==> src/rtl/serial_add_ctrl.sv <==
// Bit-serial adder controller: one full_adder iterated LSB-first over WIDTH bits.
// Optional signed-overflow output enabled by defining SERIAL_ADD_OVF_EN.

module full_adder (
  input  logic a,
  input  logic b,
  input  logic cin,
  output logic s,
  output logic cout
);
  assign s    = a ^ b ^ cin;
  assign cout = (a & b) | (a & cin) | (b & cin);
endmodule

module serial_add_ctrl #(
  parameter int unsigned WIDTH = 8
) (
  input  logic             clk_in,
  input  logic             rst_in,
  input  logic             start_in,
  input  logic [WIDTH-1:0] a_in,
  input  logic [WIDTH-1:0] b_in,
  input  logic             c_in,
  output logic             busy_out,
  output logic             done_out,
  output logic [WIDTH-1:0] sum_out,
  output logic             carry_out
`ifdef SERIAL_ADD_OVF_EN
  ,
  output logic             overflow_out
`endif
);

  localparam int unsigned CW = $clog2(WIDTH);

  typedef enum logic [1:0] {
    IDLE = 2'd0,
    RUN  = 2'd1,
    DONE = 2'd2
  } state_t;

  state_t           state;
  logic [CW-1:0]    cnt;
  logic [WIDTH-1:0] a_sr;
  logic [WIDTH-1:0] b_sr;
  logic [WIDTH-1:0] res_sr;
  logic             carry_q;
  logic             fa_s;
  logic             fa_co;
  logic [WIDTH-1:0] res_next;
  logic             last_bit;

  full_adder u_fa (
    .a    (a_sr[0]),
    .b    (b_sr[0]),
    .cin  (carry_q),
    .s    (fa_s),
    .cout (fa_co)
  );

  always_comb begin
    res_next = {fa_s, res_sr[WIDTH-1:1]};
    last_bit = (cnt == CW'(WIDTH - 1));
  end

  always_ff @(posedge clk_in or posedge rst_in) begin
    if (rst_in) begin
      state        <= IDLE;
      cnt          <= '0;
      a_sr         <= '0;
      b_sr         <= '0;
      res_sr       <= '0;
      carry_q      <= 1'b0;
      busy_out     <= 1'b0;
      done_out     <= 1'b0;
      sum_out      <= '0;
      carry_out    <= 1'b0;
`ifdef SERIAL_ADD_OVF_EN
      overflow_out <= 1'b0;
`endif
    end else begin
      case (state)
        IDLE: begin
          done_out <= 1'b0;
          if (start_in) begin
            a_sr     <= a_in;
            b_sr     <= b_in;
            carry_q  <= c_in;
            cnt      <= '0;
            busy_out <= 1'b1;
            state    <= RUN;
          end
        end
        RUN: begin
          res_sr  <= res_next;
          a_sr    <= a_sr >> 1;
          b_sr    <= b_sr >> 1;
          carry_q <= fa_co;
          // Counter stops at WIDTH-1; the state change, not a wrap, ends the op.
          if (last_bit) begin
            sum_out   <= res_next;
            carry_out <= fa_co;
`ifdef SERIAL_ADD_OVF_EN
            // carry_q here is the carry into the MSB position.
            overflow_out <= carry_q ^ fa_co;
`endif
            done_out  <= 1'b1;
            state     <= DONE;
          end else begin
            cnt <= cnt + CW'(1);
          end
        end
        DONE: begin
          done_out <= 1'b0;
          busy_out <= 1'b0;
          state    <= IDLE;
        end
        default: begin
          done_out <= 1'b0;
          busy_out <= 1'b0;
          state    <= IDLE;
        end
      endcase
    end
  end

endmodule
==> config.mk <==
export PLATFORM = sky130hd
export DESIGN_NAME = serial_add_ctrl
export DESIGN_NICKNAME = d
export VERILOG_FILES = /design/src/rtl/serial_add_ctrl.sv
export SDC_FILE = /design/constraint.sdc
export NUM_CORES = 1
export LEC_CHECK = 0
export ABC_CLOCK_PERIOD_IN_PS = 2500
export CAP_MARGIN = 20
export CORE_ASPECT_RATIO = 1.2
export CORE_MARGIN = 5
export CORE_UTILIZATION = 56
export CTS_CLUSTER_DIAMETER = 80
export DETAILED_ROUTE_END_ITERATION = 8
export HOLD_SLACK_MARGIN = 0.03
export PLACE_DENSITY_LB_ADDON = 0.12
export SETUP_SLACK_MARGIN = 0.02
export SLEW_MARGIN = 40
export SYNTH_ARGS = -nofsm -noshare
export SYNTH_HDL_FRONTEND = slang
export SYNTH_HIERARCHICAL = 1
export SYNTH_SLANG_ARGS = --single-unit
export TNS_END_PERCENT = 30
==> constraint.sdc <==
create_clock -name clk_in -period 2.5 [get_ports clk_in]
set_clock_uncertainty 0.05 [all_clocks]
set_input_delay 0.625 -clock clk_in [delete_from_list [all_inputs] [get_ports clk_in]]
set_output_delay 0.625 -clock clk_in [all_outputs]
set_load 0.02 [all_outputs]
==> results.yml <==
status:
  status: "finished, final reports clean"
synthesis:
  synth.net_count: 188
  dominant_combinational_cell_family_by_area_after_synthesis: "simple AND/OR/NAND/NOR gates"
  yosysWarnings: 6
  synth_area_in_adders: 0.0307
  post_synthesis_xor_xnor_area_fraction: 0
  post_synth_instance_area_um2: 1870
  synth_top_area_share: 0.534
  post_synth_inst_count: 164
  synth_compound_area_frac: 0.142
  netlist-cell-type-count: 26
  synth.ff_latch_count: 40
  fraction_of_synthesized_area_in_multiplexers: 0.0782
  yosys.area.top_type: "sky130_fd_sc_hd__dfrtp_1"
  synth.area.top_cells: "sky130_fd_sc_hd__dfrtp_1 53%, sky130_fd_sc_hd__mux2_4 7.2%, sky130_fd_sc_hd__nand2_1 5.8%"
  synth_sequential_area_ratio: 0.534
  post_synth_and_or_nand_nor_area_fraction: 0.170
  syn_area_per_cell_um2: 11.4
clock_network:
  cts_setup_buffers: 0
  cts_root_buffer: "sky130_fd_sc_hd__clkbuf_8"
  cts_resized: 0
  cts-root-to-sink-buffers: 2
  cts_inserted_buffers: 5
  cts_tree: "built"
  h-tree-depth: 2
  worst_path_clk_slew_ns: 0.08
  clk_latency_ns: 0.30
  post_cts_hold_buffer_count: 0
  cts_num_sinks: 40
global_routing:
  number_of_antenna_violations_at_the_first_check_in_global_routing: 0
  gr-usage-met1: 0.207
  global_route.overflow_total: 0
  grt_pass1_vias: 1510
  wire_length_of_the_first_global_routing_pass_um: 6780
  met3_usage: 0.0505
  grt_busiest_layer: "met2"
  maximum_number_of_pins_on_one_net_before_global_route_repair: 41
  grt_util_all_layers: 0.188
  globalRouteMet2Util: 0.332
place:
  globalplace.congestion: 0.803
  placed_cell_area_um2: 2180
  detailed_place_hpwl_um: 2650
  placed_cells: 225
  io_buffer_count: 30
sta:
  setup-tns-final_ns: 0
  tightest_slew_ns: 0.604
  finalWorstPathRequiredPeriod_ns: 1.94
  fmax_mhz: 516
  hold_violations: 0
  slew-limit-headroom: 0.597
  count_of_final_max_slew_check_failures: 0
  grt_setup_unrepaired: "false"
  finalCritPeriodShare: 0.775
  timing.final.setup_violations: 0
  finalHoldWorstSlack_ns: 0.437
critical_path:
  worst_ep_required_time_ns: 1.82
  arrival_ns: 1.26
  cpLargestDelayFamily: "buffers and inverters"
  crit_chain: "clkdlybuf4s50_1"
  critical_path.n_buffers_inverters: 1
  max_stage_delay_ns: 0.61
  critical_path.max_fanout: 2
  crit_type: "flop to primary output"
  timing.critical_path.from_type: "flop"
  critPathCaptureType: "primary output"
  crit_path_top_delay_cell: "sky130_fd_sc_hd__clkdlybuf4s50_1"
route:
  viasPerCell: 5.85
  wl_um: 3780
  drt-wirelength-per-cell_um: 16.2
  antenna_left: 0
  drt-pass1-iter-count: 4
  drtIter0Drc: 55
  vias: 1363
  post-route-drc-count: 0
final_layout:
  insertedDiodeCount: 0
  syn2layout_area_growth_pct: 22.4
  drive_above_1_share: 0.138
  final_core_util: 0.699
  finalNetCount: 219
  final-instance-count-excl-fill: 233
  fillCellCount: 243
  final_instance_area_um2: 2290
die:
  die-area_um2: 4610
  die-width_um: 62.8
  ioPinCount: 31
  floorplan.initialDensity: 0.571
  fp.dieH_um: 73.4
  placementRows: 23
  design.core.area_um2: 3280
power:
  power.leakage_uw: 0.00107
  max-vdd-ir-drop_uv: 920
  cellPowerDensity_nw_per_um2: 1240
job:
  cap_violations: 0
hold_path:
  worst_hold_check_path_type: "flop to flop"
[cell usage in the layout (no fill, tap or decap), drive strengths merged, types with 3 or more instances in the layout]
| master | Yosys | layout |
|---|---|---|
| dfrtp | 40 | 40 |
| clkdlybuf4s50 | 0 | 30 |
| nand2 | 30 | 30 |
| o21ai | 10 | 10 |
| mux2 | 10 | 10 |
| nand2b | 9 | 9 |
| inv | 6 | 6 |
| nor3b | 6 | 6 |
| a221o | 6 | 6 |
| nor2 | 6 | 6 |
| a21oi | 5 | 5 |
| a22o | 5 | 5 |
| clkbuf | 2 | 5 |
| nor2b | 4 | 4 |
| nand3b | 3 | 3 |
| o221a | 3 | 3 |
| o22a | 3 | 3 |
| a221oi | 3 | 3 |
| ha | 3 | 3 |
| buf | 7 | 3 |
[worst reg2reg max path: stages (launching register included)]
cell,delay (ns)
sky130_fd_sc_hd__dfrtp_1,0.73
sky130_fd_sc_hd__nor2_2,0.23
sky130_fd_sc_hd__or2_0,0.38
sky130_fd_sc_hd__a221oi_1,0.36
[worst paths after layout]
path                           start   endpoint  slack [ns]  cells after the start
setup / recovery           carry_out  carry_out        0.56                      1
hold / removal             res_sr[1]  res_sr[1]        0.44                      2
setup reg to reg            state[0]    a_sr[5]        0.65                      3
hold reg to reg            res_sr[1]  res_sr[1]        0.44                      2
max in group asynchronous     rst_in   busy_out        1.35                      3
min in group asynchronous     rst_in   state[1]        0.70                      3
[routing by layer]
metal / routed length, µm / up-vias / share of wire
li1: - / 634 / -
met1: 1600 / 683 / 0.42
met3: 167 / 7 / 0.044
met4: 76 / 0 / 0.020
met5: 0 / - / 0
met2: 1930 / 39 / 0.51
[registers in the layout, summed over array words and instances (netlist names)]
register	flops
a_sr	8
carry_q	1
state	2
carry_out	1
sum_out	8
res_sr	7
busy_out	1
done_out	1
cnt	3
b_sr	8
[final cells by class]
| class | instances | area, µm² | share of cell area |
|---|---|---|---|
| flip-flops and latches | 40 | 1000 | 0.437 |
| multi-input cells | 109 | 788 | 0.344 |
| repair buffers | 33 | 323 | 0.141 |
| clock buffers | 5 | 68.8 | 0.0300 |
| well taps | 37 | 46.3 | 0.0202 |
| clock inverters | 3 | 42.5 | 0.0186 |
| inverters | 6 | 22.5 | 0.00983 |
[cell families (layout without fill, tap and decap cells)]
| logic type | Yosys count | after routing |
|---|---|---|
| AOI/OAI and AO/OA | 35 | 35 |
| buffers and inverters | 15 | 47 |
| DFF | 40 | 40 |
| adders and majority gates | 4 | 4 |
| and+or+nand+nor | 60 | 60 |
| muxes | 10 | 10 |
[report_power, final]
part,switching [µW],total [µW],internal (µW)
Combinational,532,1140,610
Clock,238,533,295
Sequential,230,1170,941
Total,999,2850,1850
[cells in the mapped netlist]
cell type and n:
sky130_fd_sc_hd__nor2_1 5, sky130_fd_sc_hd__and2b_4 1, sky130_fd_sc_hd__nand2_1 29, sky130_fd_sc_hd__nand2b_1 9
sky130_fd_sc_hd__a21oi_1 5, sky130_fd_sc_hd__ha_1 3, sky130_fd_sc_hd__nand2_8 1, sky130_fd_sc_hd__nand3b_1 3
sky130_fd_sc_hd__or2_0 1, sky130_fd_sc_hd__nor2b_1 4, sky130_fd_sc_hd__o221a_2 3, sky130_fd_sc_hd__inv_1 6
sky130_fd_sc_hd__o21ai_0 10, sky130_fd_sc_hd__a221oi_1 3, sky130_fd_sc_hd__o22a_1 3, sky130_fd_sc_hd__nor2_2 1
sky130_fd_sc_hd__buf_2 4, sky130_fd_sc_hd__a22o_1 5, sky130_fd_sc_hd__mux2_2 1, sky130_fd_sc_hd__buf_6 3
sky130_fd_sc_hd__fa_1 1, sky130_fd_sc_hd__clkbuf_1 2, sky130_fd_sc_hd__dfrtp_1 40, sky130_fd_sc_hd__a221o_1 6
sky130_fd_sc_hd__mux2_4 9, sky130_fd_sc_hd__nor3b_1 6
[metrics by stage]
step | total power (µW) | setup slack [ns]
4_1_cts | 2870 | 0.545
3_3_place_gp | 2260 | 0.468
5_1_grt | 3050 | 0.477
2_1_floorplan | 1980 | 0.907
3_5_place_dp | 2330 | 0.351
6_report | 2850 | 0.562
(Power assumes the default switching activity.)
